File: config.mk
export PLATFORM = sky130hd
export DESIGN_NAME = pong_score_ctrl
export DESIGN_NICKNAME = d
export VERILOG_FILES = /design/src/rtl/pong_score_ctrl.sv
export SDC_FILE = /design/constraint.sdc
export NUM_CORES = 1
export LEC_CHECK = 0
export BUFFER_PORTS_ARGS = -buffer_cell sky130_fd_sc_hd__buf_2
export CORE_UTILIZATION = 25
export CTS_BUF_LIST = sky130_fd_sc_hd__clkbuf_8
export CTS_CLUSTER_SIZE = 10
export DETAILED_ROUTE_END_ITERATION = 10
export GPL_TIMING_DRIVEN = 0
export PLACE_DENSITY = 0.43
export SLEW_MARGIN = 20
export SYNTH_ARGS = -nofsm -noshare
export SYNTH_HDL_FRONTEND = slang
export SYNTH_SLANG_ARGS = --single-unit
File: constraint.sdc
create_clock -name clk -period 2.8 [get_ports clk]
set_clock_uncertainty 0.2 [all_clocks]
set_input_delay 0.14 -clock clk [delete_from_list [all_inputs] [get_ports clk]]
set_output_delay 0.14 -clock clk [all_outputs]
set_load 0.01 [all_outputs]
File: src/rtl/pong_score_ctrl.sv
// Round and score controller for the pong game: tracks both scores, detects the winner
// and sequences round resets and serves for the game state machine.
module pong_score_ctrl #(
  parameter int unsigned WIN_SCORE   = 7,
  parameter int unsigned SERVE_DELAY = 60
) (
  input  logic       clk,
  input  logic       rst,
  input  logic       start,
  input  logic       frame_tick,
  input  logic       point_1,
  input  logic       point_2,
  output logic [3:0] score_1,
  output logic [3:0] score_2,
  output logic       gameover,
  output logic       round_rst,
  output logic       serve,
  output logic       serve_v_r,
  output logic       winner,
  output logic [2:0] ctrl_state
);

  localparam logic [3:0] WinVal  = 4'(WIN_SCORE);
  localparam logic [7:0] LastCnt = 8'(SERVE_DELAY - 1);

  typedef enum logic [4:0] {
    StIdle      = 5'b00001,
    StPlay      = 5'b00010,
    StScored    = 5'b00100,
    StServeWait = 5'b01000,
    StOver      = 5'b10000
  } state_e;

  state_e     state_q, state_d;
  logic [7:0] cnt_q, cnt_d;
  logic       p1_q, p2_q;
  logic [3:0] score1_q, score1_d;
  logic [3:0] score2_q, score2_d;
  logic       gameover_q, gameover_d;
  logic       round_rst_q, round_rst_d;
  logic       serve_q, serve_d;
  logic       serve_v_r_q, serve_v_r_d;
  logic       winner_q, winner_d;
  logic       rise1, rise2;

  // Edge registers run in every state so a level left high never counts as a new point.
  assign rise1 = point_1 & ~p1_q;
  assign rise2 = point_2 & ~p2_q;

  always_comb begin
    state_d     = state_q;
    cnt_d       = cnt_q;
    score1_d    = score1_q;
    score2_d    = score2_q;
    gameover_d  = gameover_q;
    round_rst_d = 1'b0;
    serve_d     = 1'b0;
    serve_v_r_d = serve_v_r_q;
    winner_d    = winner_q;
    unique case (state_q)
      StIdle: begin
        if (start) begin
          score1_d    = 4'd0;
          score2_d    = 4'd0;
          serve_v_r_d = 1'b1;
          cnt_d       = 8'd0;
          state_d     = StServeWait;
        end
      end
      StPlay: begin
        if (rise1 && rise2) begin
          // Simultaneous points are replayed without scoring.
          round_rst_d = 1'b1;
          state_d     = StScored;
        end else if (rise1) begin
          if (score1_q < WinVal) score1_d = score1_q + 4'd1;
          serve_v_r_d = 1'b1;
          round_rst_d = 1'b1;
          state_d     = StScored;
        end else if (rise2) begin
          if (score2_q < WinVal) score2_d = score2_q + 4'd1;
          serve_v_r_d = 1'b0;
          round_rst_d = 1'b1;
          state_d     = StScored;
        end
      end
      StScored: begin
        if (score1_q == WinVal) begin
          winner_d   = 1'b0;
          gameover_d = 1'b1;
          state_d    = StOver;
        end else if (score2_q == WinVal) begin
          winner_d   = 1'b1;
          gameover_d = 1'b1;
          state_d    = StOver;
        end else begin
          cnt_d   = 8'd0;
          state_d = StServeWait;
        end
      end
      StServeWait: begin
        if (frame_tick) begin
          if (cnt_q == LastCnt) begin
            serve_d = 1'b1;
            cnt_d   = 8'd0;
            state_d = StPlay;
          end else begin
            cnt_d = cnt_q + 8'd1;
          end
        end
      end
      StOver: begin
        if (start) begin
          score1_d    = 4'd0;
          score2_d    = 4'd0;
          gameover_d  = 1'b0;
          serve_v_r_d = 1'b1;
          round_rst_d = 1'b1;
          cnt_d       = 8'd0;
          state_d     = StServeWait;
        end
      end
      default: state_d = StIdle;
    endcase
  end

  always_ff @(posedge clk) begin
    if (rst) begin
      state_q     <= StIdle;
      cnt_q       <= 8'd0;
      p1_q        <= 1'b0;
      p2_q        <= 1'b0;
      score1_q    <= 4'd0;
      score2_q    <= 4'd0;
      gameover_q  <= 1'b0;
      round_rst_q <= 1'b0;
      serve_q     <= 1'b0;
      serve_v_r_q <= 1'b1;
      winner_q    <= 1'b0;
    end else begin
      state_q     <= state_d;
      cnt_q       <= cnt_d;
      p1_q        <= point_1;
      p2_q        <= point_2;
      score1_q    <= score1_d;
      score2_q    <= score2_d;
      gameover_q  <= gameover_d;
      round_rst_q <= round_rst_d;
      serve_q     <= serve_d;
      serve_v_r_q <= serve_v_r_d;
      winner_q    <= winner_d;
    end
  end

  always_comb begin
    ctrl_state = 3'd0;
    unique case (state_q)
      StIdle:      ctrl_state = 3'd0;
      StPlay:      ctrl_state = 3'd1;
      StScored:    ctrl_state = 3'd2;
      StServeWait: ctrl_state = 3'd3;
      StOver:      ctrl_state = 3'd4;
      default:     ctrl_state = 3'd0;
    endcase
  end

  assign score_1   = score1_q;
  assign score_2   = score2_q;
  assign gameover  = gameover_q;
  assign round_rst = round_rst_q;
  assign serve     = serve_q;
  assign serve_v_r = serve_v_r_q;
  assign winner    = winner_q;

endmodule

==> report_table.html, run 1 <==
<table>
<tr><th>Metric</th><th>Value</th></tr>
<tr><th colspan="2">Clock tree</th></tr>
<tr><td>Insertion delay of the later-clocked pin in the worst-skew pair</td><td>0.27 ns</td></tr>
<tr><td>CTS hold repair buffers</td><td>3</td></tr>
<tr><td>Longest Clk Path Bufs</td><td>2</td></tr>
<tr><td>Inserted Clock Buffers</td><td>3</td></tr>
<tr><td>CTS H-tree lvls</td><td>1</td></tr>
<tr><td>Post CTS Setup Buffer Count</td><td>0</td></tr>
<tr><td>TritonCTS clock tree</td><td>done</td></tr>
<tr><td>Clock Sinks</td><td>28</td></tr>
<tr><td>Post-CTS resize count</td><td>0</td></tr>
<tr><td>Reg clk slew, reported paths</td><td>0.09 ns</td></tr>
<tr><td>Cell at the root of the clock tree</td><td>clkbuf_8</td></tr>
<tr><th colspan="2">Final layout</th></tr>
<tr><td>Most used cells in the layout excluding fill and tap cells</td><td>28 x dfxtp_1, 20 x buf_2, 16 x a21oi_1, 12 x nor2_1, 12 x nand2_1</td></tr>
<tr><td>Antenna Cells</td><td>0</td></tr>
<tr><td>Share of cells above drive strength 1</td><td>0.1838</td></tr>
<tr><td>Area of all placed cells without fillers</td><td>1650 sq um</td></tr>
<tr><td>Number of nets in the layout</td><td>196</td></tr>
<tr><td>Most common library cell in the layout ignoring fill and taps</td><td>dfxtp_1</td></tr>
<tr><td>Final core utilization</td><td>0.3151</td></tr>
<tr><td>Area growth, synth to finish</td><td>18.61%</td></tr>
<tr><td>Area of the multi-input gates</td><td>793.3 sq um</td></tr>
<tr><td>Count of filler cells inserted in the layout</td><td>571</td></tr>
<tr><td>Area used by sequential logic in the layout</td><td>560.5 sq um</td></tr>
<tr><th colspan="2">Setup path</th></tr>
<tr><td>Worst stage delay on the critical path</td><td>0.45 ns</td></tr>
<tr><td>Critical path capture point type</td><td>register</td></tr>
<tr><td>Critical-path cell list</td><td>ha_1, and3b_1, o2111ai_4, o2111ai_2, or3_1, a21oi_1</td></tr>
<tr><td>Critical-path cell with the highest stage delay</td><td>or3_1</td></tr>
<tr><td>Maximum fanout along the worst path</td><td>10</td></tr>
<tr><td>Data required time at the worst endpoint</td><td>2.80 ns</td></tr>
<tr><td>Buffers plus inverters on the worst setup path</td><td>0</td></tr>
<tr><td>Critical Path Start Type</td><td>register</td></tr>
<tr><td>Critical Path AT</td><td>2.33 ns</td></tr>
<tr><td>Largest delay contributor family on the critical path</td><td>compound AO/OA/AOI/OAI gates</td></tr>
<tr><td>Setup CP Type</td><td>register to register</td></tr>
<tr><th colspan="2">Floorplanning</th></tr>
<tr><td>Standard-cell row count</td><td>26</td></tr>
<tr><td>Die boundary height</td><td>76.60 um</td></tr>
<tr><td>Die Span X</td><td>76.60 um</td></tr>
<tr><td>Starting Density</td><td>0.2656</td></tr>
<tr><td># IOs</td><td>22</td></tr>
<tr><td>Total Die Area</td><td>5868 sq um</td></tr>
<tr><td>Area of the core</td><td>5238 sq um</td></tr>
<tr><th colspan="2">GRT</th></tr>
<tr><td>Number of antenna violations at the first check in global routing</td><td>0</td></tr>
<tr><td>Largest net degree at the start of global routing</td><td>15</td></tr>
<tr><td>GR Overflow Total</td><td>0</td></tr>
<tr><td>Global-route wire length before repair</td><td>5.844 mm</td></tr>
<tr><td>Combined global-route utilization of all metal layers</td><td>0.1243</td></tr>
<tr><td>Vias in the first global route</td><td>1237</td></tr>
<tr><th colspan="2">Detailed routing</th></tr>
<tr><td>Average vias per placed instance</td><td>4.890</td></tr>
<tr><td>First DRT Iteration DRCs</td><td>49</td></tr>
<tr><td>Vias after detailed routing</td><td>1247</td></tr>
<tr><td>Residual DRC</td><td>0</td></tr>
<tr><td>Number of routed nets with antenna violations</td><td>0</td></tr>
<tr><td>Final routed wire length divided by cell count</td><td>13.15 um</td></tr>
<tr><td>Wire length after detailed routing</td><td>3.353 mm</td></tr>
<tr><td>Router iterations before antenna repair</td><td>4</td></tr>
<tr><th colspan="2">Outcome</th></tr>
<tr><td>Status</td><td>complete, no violations</td></tr>
<tr><th colspan="2">Power and ir drop</th></tr>
<tr><td>LEAKAGE</td><td>0.6350 nW</td></tr>
<tr><td>Max VDD drop</td><td>0.3128 mV</td></tr>
<tr><td>Power density of the placed cells</td><td>662.3 nW/um^2</td></tr>
<tr><th colspan="2">STA</th></tr>
<tr><td>Number of failing hold endpoints at the final stage</td><td>0</td></tr>
<tr><td>Actual transition at the worst max-transition pin</td><td>0.7408 ns</td></tr>
<tr><td>Worst Setup Slack, final</td><td>0.4751 ns</td></tr>
<tr><td>Setup Total Neg Slack</td><td>0 ns</td></tr>
<tr><td>Final-report max-slew violation count</td><td>0</td></tr>
<tr><td>Count of final setup violators</td><td>0</td></tr>
<tr><td>Max Clk Rate</td><td>430.1 MHz</td></tr>
<tr><td>RSZ-0062 raised after global routing</td><td>no</td></tr>
<tr><td>Fin crit period</td><td>2.325 ns</td></tr>
<tr><td>Worst slew slack as a fraction of its limit</td><td>0.4992</td></tr>
<tr><td>Final period util</td><td>0.8303</td></tr>
<tr><th colspan="2">Yosys</th></tr>
<tr><td>Async set-reset flop share out of synthesis</td><td>0</td></tr>
<tr><td>Net count after synthesis</td><td>168</td></tr>
<tr><td>Number of cells produced by synthesis</td><td>159</td></tr>
<tr><td>Number of distinct library cells after synthesis</td><td>45</td></tr>
<tr><td>Post-synthesis average cell area</td><td>8.751 sq um</td></tr>
<tr><td>Yosys warns</td><td>0</td></tr>
<tr><td>Synthesized cell area</td><td>1391 sq um</td></tr>
<tr><td>Number of enable flip-flop cells after synthesis</td><td>0</td></tr>
<tr><td>Most used flip-flop cell after synthesis</td><td>dfxtp_1</td></tr>
<tr><td>Count of state elements after synthesis</td><td>28</td></tr>
<tr><td>Register area share after synthesis</td><td>0.4029</td></tr>
<tr><th colspan="2">Min path</th></tr>
<tr><td>HP Class</td><td>primary input to register</td></tr>
<tr><th colspan="2">Flow run</th></tr>
<tr><td>Max-capacitance violation count</td><td>0</td></tr>
<tr><th colspan="2">Placed design</th></tr>
<tr><td>Routability Congestion</td><td>0.7680</td></tr>
<tr><td>Buffers on Ports</td><td>20</td></tr>
<tr><td>Worst setup timing slack at the placement stage</td><td>0.4819 ns</td></tr>
<tr><td>Final HPWL from detailed placement</td><td>2.481 mm</td></tr>
<tr><td>Standard cell area after detailed placement</td><td>1579 sq um</td></tr>
</table>
[sequential cells by signal, summed over array words and instances (netlist names)]
name and flops:
score_1 4, gameover 1, p2_q 1, score_2 4, p1_q 1, round_rst 1
serve 1, cnt_q 8, state_q 5, winner 1, serve_v_r 1
[synth_stat cells, drive strengths merged, types with 3 or more instances]
| cell type | count | area share |
|---|---|---|
| and3 | 4 | 0.018 |
| clkbuf | 3 | 0.0081 |
| and2b | 3 | 0.018 |
| nor2 | 12 | 0.032 |
| nand3b | 3 | 0.016 |
| nand3 | 8 | 0.029 |
| dfxtp | 28 | 0.40 |
| nand2b | 5 | 0.022 |
| o21ai | 9 | 0.032 |
| or3 | 6 | 0.031 |
| ha | 3 | 0.027 |
| nor3 | 10 | 0.036 |
| nand2 | 12 | 0.032 |
| inv | 6 | 0.016 |
| a21oi | 17 | 0.064 |
[worst paths after layout]
| kind | from | slack, ns | end | cells past startpoint |
|---|---|---|---|---|
| worst max-delay path | score_1[0]$_SDFFE_PP0P_ | 0.48 | cnt_q[1]$_SDFFE_PP0P_ | 6 |
| worst min register to register | cnt_q[1]$_SDFFE_PP0P_ | 0.28 | cnt_q[1]$_SDFFE_PP0P_ | 2 |
| worst max register to register | score_1[0]$_SDFFE_PP0P_ | 0.48 | cnt_q[1]$_SDFFE_PP0P_ | 6 |
| worst min-delay path | start | 0.01 | round_rst$_SDFF_PP0_ | 3 |
[cell type report]
class	instances	share of cell area
Tap cell	70	0.05307
Buffer	4	0.009098
Timing Repair Buffer	23	0.07885
Clock buffer	3	0.02502
Multi-Input combinational cell	121	0.4807
Sequential cell	28	0.3397
Inverter	6	0.01365
[logic make-up after synthesis]
| family | synth area share |
|---|---|
| AND/OR/NAND/NOR | 0.3157 |
| AO/OA/AOI/OAI | 0.2005 |
| flip-flops | 0.4029 |
| buffers and inverters | 0.02697 |
| adder cells (fa/ha/maj) | 0.03418 |
| XOR/XNOR | 0.01259 |
| multiplexers | 0.007195 |
[metrics by stage]
stage | hold slack (ns) | cells | power, mW
finish | 0.01047 | 255 | 1.093
global route | 0.02045 | 255 | 1.183
CTS | 0.01030 | 255 | 1.110
detailed placement | 0.1785 | 249 | 0.8823
global placement | 0.1736 | 249 | 0.8820
floorplan | 0.06818 | 159 | 0.7774
[power by group]
group | total, mW | internal, mW | switching, mW
Combinational | 0.405 | 0.152 | 0.253
Sequential | 0.470 | 0.430 | 0.0401
Clock | 0.218 | 0.0966 | 0.121
[per-layer routing]
layer  global-route usage  share of wire
met1               0.1550           0.49
met4              0.01731         0.0045
met2               0.2189           0.48
met3              0.03114          0.031
met5                    0              0
[tightest hold or removal path, stage by stage]
cell,delay [ns]
buf_2,0.12
nand2_1,0.09
a21oi_1,0.08
Power figures use the tool's default switching activity.
==> inputs of run 2 (changes only) <==
clock period = 2.3 ns   (was 2.8 ns; I/O delays follow)
==> report_table.html, run 2 (synthesis results as in run 1) <==
<table>
<tr><th>Metric</th><th>Value</th></tr>
<tr><th colspan="2">Floorplanning</th></tr>
<tr><td># IOs</td><td>22 (unchanged)</td></tr>
<tr><td>Starting Density</td><td>0.2656 (unchanged)</td></tr>
<tr><td>Total Die Area</td><td>5868 sq um (unchanged)</td></tr>
<tr><td>Standard-cell row count</td><td>26 (unchanged)</td></tr>
<tr><td>Area of the core</td><td>5238 sq um (unchanged)</td></tr>
<tr><td>Die Span X</td><td>76.60 um (unchanged)</td></tr>
<tr><td>Die boundary height</td><td>76.60 um (unchanged)</td></tr>
<tr><th colspan="2">Setup path</th></tr>
<tr><td>R2r setup slk</td><td>0.09 ns (-0.39 ns)</td></tr>
<tr><td>Critical Path AT</td><td>2.22 ns (-0.11 ns)</td></tr>
<tr><td>Critical Path Start Type</td><td>register</td></tr>
<tr><td>R2R Path End</td><td>cnt_q[1]$_SDFFE_PP0P_</td></tr>
<tr><td>Maximum fanout along the worst path</td><td>8 (-2)</td></tr>
<tr><td>Critical path capture point type</td><td>register</td></tr>
<tr><td>Startpoint of the most critical register-to-register path</td><td>score_2[0]$_SDFFE_PP0P_</td></tr>
<tr><td>R2R cell count</td><td>6 (unchanged)</td></tr>
<tr><td>Setup CP Type</td><td>register to register</td></tr>
<tr><td>Data required time at the worst endpoint</td><td>2.31 ns (-0.49 ns)</td></tr>
<tr><th colspan="2">STA</th></tr>
<tr><td>Max Clk Rate</td><td>452.4 MHz (+5.2%)</td></tr>
<tr><td>Count of final setup violators</td><td>0 (unchanged)</td></tr>
<tr><td>Number of failing hold endpoints at the final stage</td><td>0 (unchanged)</td></tr>
<tr><td>Fin crit period</td><td>2.210 ns (-0.1144 ns)</td></tr>
<tr><td>Final-report max-slew violation count</td><td>0 (unchanged)</td></tr>
<tr><td>Final period util</td><td>0.9611 (+0.1308)</td></tr>
<tr><td>Actual transition at the worst max-transition pin</td><td>0.5683 ns (-0.1725 ns)</td></tr>
<tr><td>Worst slew slack as a fraction of its limit</td><td>0.6171 (+0.1180)</td></tr>
<tr><th colspan="2">Power and ir drop</th></tr>
<tr><td>Power share of the clock group</td><td>0.188 (-0.011)</td></tr>
<tr><td>LEAKAGE</td><td>0.6576 nW (+3.6%)</td></tr>
<tr><td>Max VDD drop</td><td>0.4353 mV (+39%)</td></tr>
<tr><td>Comb power frac</td><td>0.414 (+0.043)</td></tr>
<tr><td>Internal power consumption</td><td>0.9006 mW (+33%)</td></tr>
<tr><td>Net switching fraction of the power</td><td>0.3743 (-0.004679)</td></tr>
<tr><td>Net Switching</td><td>0.5387 mW (+30%)</td></tr>
<tr><td>Flop pwr share</td><td>0.398 (-0.032)</td></tr>
<tr><td>Power density of the placed cells</td><td>835.4 nW/um^2 (+26%)</td></tr>
<tr><th colspan="2">Clock tree</th></tr>
<tr><td>Cell at the root of the clock tree</td><td>clkbuf_8</td></tr>
<tr><td>Clock Sinks</td><td>28 (unchanged)</td></tr>
<tr><td>Longest Clk Path Bufs</td><td>2 (unchanged)</td></tr>
<tr><td>CTS H-tree lvls</td><td>1 (unchanged)</td></tr>
<tr><td>Insertion delay of the later-clocked pin in the worst-skew pair</td><td>0.27 ns (about the same)</td></tr>
<tr><td>TritonCTS clock tree</td><td>done</td></tr>
<tr><td>Reg clk slew, reported paths</td><td>0.10 ns (about the same)</td></tr>
<tr><td>Inserted Clock Buffers</td><td>3 (unchanged)</td></tr>
<tr><th colspan="2">Final layout</th></tr>
<tr><td>Leading registers by flop count</td><td>cnt_q x8, state_q x5</td></tr>
<tr><td>Number of nets in the layout</td><td>201 (+2.6%)</td></tr>
<tr><td>Number of cells in the finished layout apart from fillers</td><td>260 (+2.0%)</td></tr>
<tr><td>Share of cells above drive strength 1</td><td>0.2105 (+0.02674)</td></tr>
<tr><td>Antenna Cells</td><td>0 (unchanged)</td></tr>
<tr><td>Number of flip-flops under the largest register name</td><td>8 (unchanged)</td></tr>
<tr><td>Area growth, synth to finish</td><td>23.83%</td></tr>
<tr><td>Most used cells in the layout excluding fill and tap cells</td><td>28 x dfxtp_1, 20 x buf_2, 16 x a21oi_1, 12 x nor2_1, 12 x nand2_1</td></tr>
<tr><td>Area of all placed cells without fillers</td><td>1723 sq um (+4.4%)</td></tr>
<tr><td>Area used by sequential logic in the layout</td><td>560.5 sq um (unchanged)</td></tr>
<tr><td>Count of filler cells inserted in the layout</td><td>563 (-1.4%)</td></tr>
<tr><td>Final core utilization</td><td>0.3290 (+0.01386)</td></tr>
<tr><td>Most common library cell in the layout ignoring fill and taps</td><td>dfxtp_1</td></tr>
<tr><td>Top reg by flops</td><td>cnt_q</td></tr>
<tr><td>Area of the multi-input gates</td><td>825.8 sq um (+4.1%)</td></tr>
<tr><th colspan="2">Detailed routing</th></tr>
<tr><td>Residual DRC</td><td>0 (unchanged)</td></tr>
<tr><td>Vias after detailed routing</td><td>1249 (+0.16%)</td></tr>
<tr><td>Average vias per placed instance</td><td>4.804 (-1.8%)</td></tr>
<tr><td>Wire length after detailed routing</td><td>3.434 mm (+2.4%)</td></tr>
<tr><td>Final routed wire length divided by cell count</td><td>13.21 um (+0.45%)</td></tr>
<tr><td>First DRT Iteration DRCs</td><td>32 (-35%)</td></tr>
<tr><td>Router iterations before antenna repair</td><td>4 (unchanged)</td></tr>
<tr><td>Number of routed nets with antenna violations</td><td>0 (unchanged)</td></tr>
<tr><th colspan="2">GRT</th></tr>
<tr><td>Number of antenna violations at the first check in global routing</td><td>0 (unchanged)</td></tr>
<tr><td>Met1 track demand over resource</td><td>0.1557 (+0.0007310)</td></tr>
<tr><td>Global-route track usage on met2</td><td>0.2189 (unchanged)</td></tr>
<tr><td>Combined global-route utilization of all metal layers</td><td>0.1245 (+0.0002536)</td></tr>
<tr><td>Global-route wire length before repair</td><td>5.858 mm (+0.24%)</td></tr>
<tr><td>GR Overflow Total</td><td>0 (unchanged)</td></tr>
<tr><td>Largest net degree at the start of global routing</td><td>15 (unchanged)</td></tr>
<tr><td>Vias in the first global route</td><td>1239 (+0.16%)</td></tr>
<tr><td>Met3 Usage GRT</td><td>0.03114 (unchanged)</td></tr>
<tr><td>Most congested layer reported by global routing</td><td>met2</td></tr>
<tr><th colspan="2">Min path</th></tr>
<tr><td>Startpoint of the worst hold path</td><td>rst</td></tr>
<tr><td>Number of cells traversed by the worst hold path</td><td>2 (-1)</td></tr>
<tr><td>Min-Delay Endpoint</td><td>p2_q$_SDFF_PP0_</td></tr>
<tr><td>HP Class</td><td>primary input to register</td></tr>
<tr><th colspan="2">Placed design</th></tr>
<tr><td>Standard cell area after detailed placement</td><td>1579 sq um (unchanged)</td></tr>
<tr><td>Routability Congestion</td><td>0.7680 (unchanged)</td></tr>
<tr><td>Buffers on Ports</td><td>20 (unchanged)</td></tr>
<tr><td>Final HPWL from detailed placement</td><td>2.481 mm (unchanged)</td></tr>
<tr><td>Number of placed cells counting well taps</td><td>249 (unchanged)</td></tr>
<tr><th colspan="2">Outcome</th></tr>
<tr><td>Status</td><td>complete, no violations</td></tr>
<tr><th colspan="2">Flow run</th></tr>
<tr><td>Max-capacitance violation count</td><td>0 (unchanged)</td></tr>
</table>
-- run 2: worst max-delay path by stage --
stage,cells past startpoint,startpoint,end
floorplan,6,score_1[0]$_SDFFE_PP0P_,cnt_q[1]$_SDFFE_PP0P_
global placement,6,score_1[0]$_SDFFE_PP0P_,cnt_q[1]$_SDFFE_PP0P_
detailed placement,6,score_1[0]$_SDFFE_PP0P_,cnt_q[1]$_SDFFE_PP0P_
CTS,6,cnt_q[0]$_SDFFE_PP0P_,cnt_q[4]$_SDFFE_PP0P_
global route,6,score_2[0]$_SDFFE_PP0P_,cnt_q[1]$_SDFFE_PP0P_
finish,6,score_2[0]$_SDFFE_PP0P_,cnt_q[1]$_SDFFE_PP0P_
-- run 2: power by group through the flow --
stage / registers (mW) / clock network (mW) / logic (mW)
6_report: 0.572 / 0.271 / 0.596
5_1_grt: 0.579 / 0.303 / 0.664
4_1_cts: 0.571 / 0.282 / 0.527
3_5_place_dp: 0.583 / 0 / 0.491
3_3_place_gp: 0.582 / 0 / 0.492
2_1_floorplan: 0.577 / 0 / 0.369
-- run 2: routing by layer --
| layer | part of all wire | up-vias | routed length [um] |
|---|---|---|---|
| met1 | 0.50 | 587 | 1702 |
| met2 | 0.47 | 17 | 1608 |
| met3 | 0.031 | 2 | 107 |
| li1 | - | 643 | - |
| met4 | 0.0044 | 0 | 15 |
| met5 | 0 | - | 0 |
-- run 2: area by class of cell --
cell class | count | share of cell area
multi-input cells | 121 | 0.4793
flip-flops and latches | 28 | 0.3253
repair buffers | 28 | 0.09877
well taps | 70 | 0.05084
clock buffers | 3 | 0.02397
inverters | 6 | 0.01307
plain buffers | 4 | 0.008715
-- run 2: per-stage QoR --
| stage | setup WS, ns | hold slack (ns) | power, mW | TNS (ns) |
|---|---|---|---|---|
| 2_1_floorplan | 0.2189 | 0.04318 | 0.9464 | 0 |
| 3_3_place_gp | 0.02158 | 0.1486 | 1.074 | 0 |
| 3_5_place_dp | -0.01813 | 0.1535 | 1.074 | -0.01813 |
| 4_1_cts | 0.01115 | 0.09603 | 1.380 | 0 |
| 5_1_grt | -0.0008604 | 0.09647 | 1.547 | -0.0008604 |
| 6_report | 0.08954 | 0.08151 | 1.439 | 0 |
-- run 2: worst max-delay path: stages, from the launching register on --
cell,delay [ns]
dfxtp_1,0.35
ha_1,0.24
and3b_1,0.22
o2111ai_4,0.33
o2111ai_4,0.25
or3_1,0.41
a21oi_1,0.14
-- run 2: repair_timing --
item | 4_1_cts | 5_1_grt
pin swaps | 0 | 2
buffers inserted | 0 | 4
hold endpoints to repair | 4 | 0
gates resized for setup | 1 | 3
hold buffers | 4 | 0
setup endpoints to repair | 1 | 12
==> inputs of run 3 (changes only) <==
CORE_UTILIZATION = 40   (was 25)
PLACE_DENSITY = 0.61   (was 0.43)
==> report_table.html, run 3 (synthesis results as in run 1) <==
<table>
<tr><th>Metric</th><th>Value</th></tr>
<tr><th colspan="2">Setup path</th></tr>
<tr><td>Critical-path cell list</td><td>ha_1, and3b_1, o2111ai_4, o2111ai_4, or3_1, a21oi_1</td></tr>
<tr><td>Setup CP Type</td><td>register to register</td></tr>
<tr><td>R2R cell count</td><td>6 (unchanged)</td></tr>
<tr><td>Critical path capture point type</td><td>register</td></tr>
<tr><td>End point of the critical path</td><td>cnt_q[1]$_SDFFE_PP0P_</td></tr>
<tr><td>Worst stage delay on the critical path</td><td>0.40 ns (about the same)</td></tr>
<tr><td>R2r setup slk</td><td>0.09 ns (about the same)</td></tr>
<tr><td>Startpoint of the most critical register-to-register path</td><td>score_2[0]$_SDFFE_PP0P_</td></tr>
<tr><td>Critical-path cell with the highest stage delay</td><td>or3_1</td></tr>
<tr><td>CP Launch Point</td><td>score_2[0]$_SDFFE_PP0P_</td></tr>
<tr><td>R2R Path End</td><td>cnt_q[1]$_SDFFE_PP0P_</td></tr>
<tr><td>Most Frequent Cell on Critical Path</td><td>o2111ai_4</td></tr>
<tr><td>Maximum fanout along the worst path</td><td>10 (+2)</td></tr>
<tr><td>Critical Path AT</td><td>2.22 ns (about the same)</td></tr>
<tr><td>Data required time at the worst endpoint</td><td>2.30 ns (about the same)</td></tr>
<tr><td>Critical Path Start Type</td><td>register</td></tr>
<tr><th colspan="2">Placed design</th></tr>
<tr><td>Standard cell area after detailed placement</td><td>1549 sq um (-1.9%)</td></tr>
<tr><td>Worst setup timing slack at the placement stage</td><td>0.03491 ns (+0.05304 ns)</td></tr>
<tr><td>Number of placed cells counting well taps</td><td>225 (-9.6%)</td></tr>
<tr><td>Buffers on Ports</td><td>20 (unchanged)</td></tr>
<tr><td>Final HPWL from detailed placement</td><td>2.259 mm (-9.0%)</td></tr>
<tr><td>Routability Congestion</td><td>0.8322 (+8.4%)</td></tr>
<tr><th colspan="2">GRT</th></tr>
<tr><td>Vias in the first global route</td><td>1087 (-12%)</td></tr>
<tr><td>Global-route wire length before repair</td><td>5.030 mm (-14%)</td></tr>
<tr><td>Combined global-route utilization of all metal layers</td><td>0.1839 (+0.05939)</td></tr>
<tr><td>Number of antenna violations at the first check in global routing</td><td>0 (unchanged)</td></tr>
<tr><td>GR Overflow Total</td><td>0 (unchanged)</td></tr>
<tr><td>Largest net degree at the start of global routing</td><td>17 (+2)</td></tr>
<tr><th colspan="2">Final layout</th></tr>
<tr><td>Most used cells in the layout excluding fill and tap cells</td><td>27 x dfxtp_1, 20 x buf_2, 16 x a21oi_1, 12 x nor2_1, 12 x nand2_1</td></tr>
<tr><td>Top reg by flops</td><td>cnt_q</td></tr>
<tr><td>Number of cells in the finished layout apart from fillers</td><td>235 (-9.6%)</td></tr>
<tr><td>Final core utilization</td><td>0.5084 (+0.1795)</td></tr>
<tr><td>Area growth, synth to finish</td><td>21.94%</td></tr>
<tr><td>Antenna Cells</td><td>0 (unchanged)</td></tr>
<tr><td>Most common library cell in the layout ignoring fill and taps</td><td>dfxtp_1</td></tr>
<tr><td>Leading registers by flop count</td><td>cnt_q x8, state_q x5</td></tr>
<tr><td>Share of cells above drive strength 1</td><td>0.2116 (+0.001114)</td></tr>
<tr><td>Number of nets in the layout</td><td>199 (-1.0%)</td></tr>
<tr><td>Count of filler cells inserted in the layout</td><td>339 (-40%)</td></tr>
<tr><td>Area of all placed cells without fillers</td><td>1697 sq um (-1.5%)</td></tr>
<tr><td>Number of flip-flops under the largest register name</td><td>8 (unchanged)</td></tr>
<tr><th colspan="2">STA</th></tr>
<tr><td>Number of failing hold endpoints at the final stage</td><td>0 (unchanged)</td></tr>
<tr><td>Setup Total Neg Slack</td><td>0 ns (unchanged)</td></tr>
<tr><td>Final-report max-slew violation count</td><td>0 (unchanged)</td></tr>
<tr><td>Worst slew slack as a fraction of its limit</td><td>0.6137 (-0.003378)</td></tr>
<tr><td>Fin crit period</td><td>2.211 ns (+0.0003115 ns)</td></tr>
<tr><td>Max Clk Rate</td><td>452.3 MHz (about the same)</td></tr>
<tr><td>Count of final setup violators</td><td>0 (unchanged)</td></tr>
<tr><td>Final period util</td><td>0.9612 (about the same)</td></tr>
<tr><td>Actual transition at the worst max-transition pin</td><td>0.5783 ns (+0.009958 ns)</td></tr>
<tr><td>Worst-case hold slack</td><td>0.1101 ns (+0.02858 ns)</td></tr>
<tr><td>Worst Setup Slack, final</td><td>0.08923 ns (-0.0003115 ns)</td></tr>
<tr><th colspan="2">Outcome</th></tr>
<tr><td>Status</td><td>complete, no violations</td></tr>
<tr><th colspan="2">Detailed routing</th></tr>
<tr><td>Number of routed nets with antenna violations</td><td>0 (unchanged)</td></tr>
<tr><td>Vias after detailed routing</td><td>1254 (+0.40%)</td></tr>
<tr><td>Router iterations before antenna repair</td><td>4 (unchanged)</td></tr>
<tr><td>Residual DRC</td><td>0 (unchanged)</td></tr>
<tr><td>Final routed wire length divided by cell count</td><td>13.52 um (+2.4%)</td></tr>
<tr><td>Wire length after detailed routing</td><td>3.178 mm (-7.5%)</td></tr>
<tr><td>First DRT Iteration DRCs</td><td>101 (+220%)</td></tr>
<tr><td>Average vias per placed instance</td><td>5.336 (+11%)</td></tr>
<tr><th colspan="2">Floorplanning</th></tr>
<tr><td>Area of the core</td><td>3337 sq um (-36%)</td></tr>
<tr><td>Die boundary height</td><td>60.98 um (-20%)</td></tr>
<tr><td># IOs</td><td>22 (unchanged)</td></tr>
<tr><td>Standard-cell row count</td><td>21 (-19%)</td></tr>
<tr><td>Starting Density</td><td>0.4169 (+0.1513)</td></tr>
<tr><td>Total Die Area</td><td>3718 sq um (-37%)</td></tr>
<tr><td>Die Span X</td><td>60.98 um (-20%)</td></tr>
<tr><th colspan="2">Clock tree</th></tr>
<tr><td>CTS H-tree lvls</td><td>1 (unchanged)</td></tr>
<tr><td>Clock Sinks</td><td>28 (unchanged)</td></tr>
<tr><td>Cell at the root of the clock tree</td><td>clkbuf_8</td></tr>
<tr><td>Insertion delay of the later-clocked pin in the worst-skew pair</td><td>0.27 ns (about the same)</td></tr>
<tr><td>TritonCTS clock tree</td><td>done</td></tr>
<tr><td>Longest Clk Path Bufs</td><td>2 (unchanged)</td></tr>
<tr><td>Inserted Clock Buffers</td><td>3 (unchanged)</td></tr>
<tr><td>Reg clk slew, reported paths</td><td>0.10 ns (about the same)</td></tr>
<tr><th colspan="2">Min path</th></tr>
<tr><td>HP Class</td><td>primary input to register</td></tr>
<tr><td>Number of cells traversed by the worst hold path</td><td>2 (unchanged)</td></tr>
<tr><th colspan="2">Power and ir drop</th></tr>
<tr><td>Power density of the placed cells</td><td>869.6 nW/um^2 (+4.1%)</td></tr>
<tr><td>Max VDD drop</td><td>0.2952 mV (-32%)</td></tr>
<tr><td>Total Power Consumption</td><td>1.475 mW (+2.5%)</td></tr>
<tr><td>LEAKAGE</td><td>0.6614 nW (+0.58%)</td></tr>
<tr><th colspan="2">Flow run</th></tr>
<tr><td>Max-capacitance violation count</td><td>0 (unchanged)</td></tr>
</table>
run 3: changes by cell type in the layout (fill, tap and decap cells not counted), sizes merged:
cell and change:
bufinv +1, buf -2
run 3: worst max-delay path, delay by kind of cell, from the launching register on:
| family | cells | cell delay [ns] |
|---|---|---|
| and+or+nand+nor | 2 | 0.63 |
| AOI/OAI and AO/OA | 3 | 0.72 |
| adders and majority gates | 1 | 0.24 |
| DFF | 1 | 0.36 |
run 3: per-layer routing:
layer  global-route usage  share of wire  vias to the layer above
met5                    0              0                        -
met4              0.06494         0.0063                        0
met3              0.02772          0.030                        2
met2               0.2873           0.48                       20
met1               0.2581           0.49                      590
li1                     -              -                      642
run 3: worst min-delay path by stage:
stage / startpoint / endpoint / slack [ns]
finish: rst / p2_q$_SDFF_PP0_ / 0.11
global route: rst / p2_q$_SDFF_PP0_ / 0.13
CTS: rst / p2_q$_SDFF_PP0_ / 0.11
detailed placement: point_2 / p2_q$_SDFF_PP0_ / 0.16
global placement: point_2 / p2_q$_SDFF_PP0_ / 0.15
floorplan: point_2 / p2_q$_SDFF_PP0_ / 0.04
run 3: timing repair:
action / in CTS / in global routing
buffers inserted: 0 / 2
hold endpoints to repair: 5 / 0
gates resized for setup: 1 / 3
setup endpoints to repair: 1 / 6
pin swaps: 0 / 1
hold buffers: 4 / 0
run 3: area by class of cell:
type / count / area [sq um] / share of cell area
buffer: 4 / 15.01 / 0.008850
clock buffer: 3 / 41.29 / 0.02434
clock inverter: 1 / 30.03 / 0.01770
inverter: 6 / 22.52 / 0.01327
multi-input combinational: 121 / 813.3 / 0.4794
sequential: 28 / 561.8 / 0.3311
tap: 46 / 57.56 / 0.03392
timing repair buffer: 26 / 155.1 / 0.09145
run 3: where the power goes:
part           switching (mW)  internal [mW]  leakage (nW)
Clock                   0.153          0.233        0.0357
Combinational           0.311          0.202         0.399
Sequential             0.0512          0.526         0.227
Total                   0.515          0.960         0.661
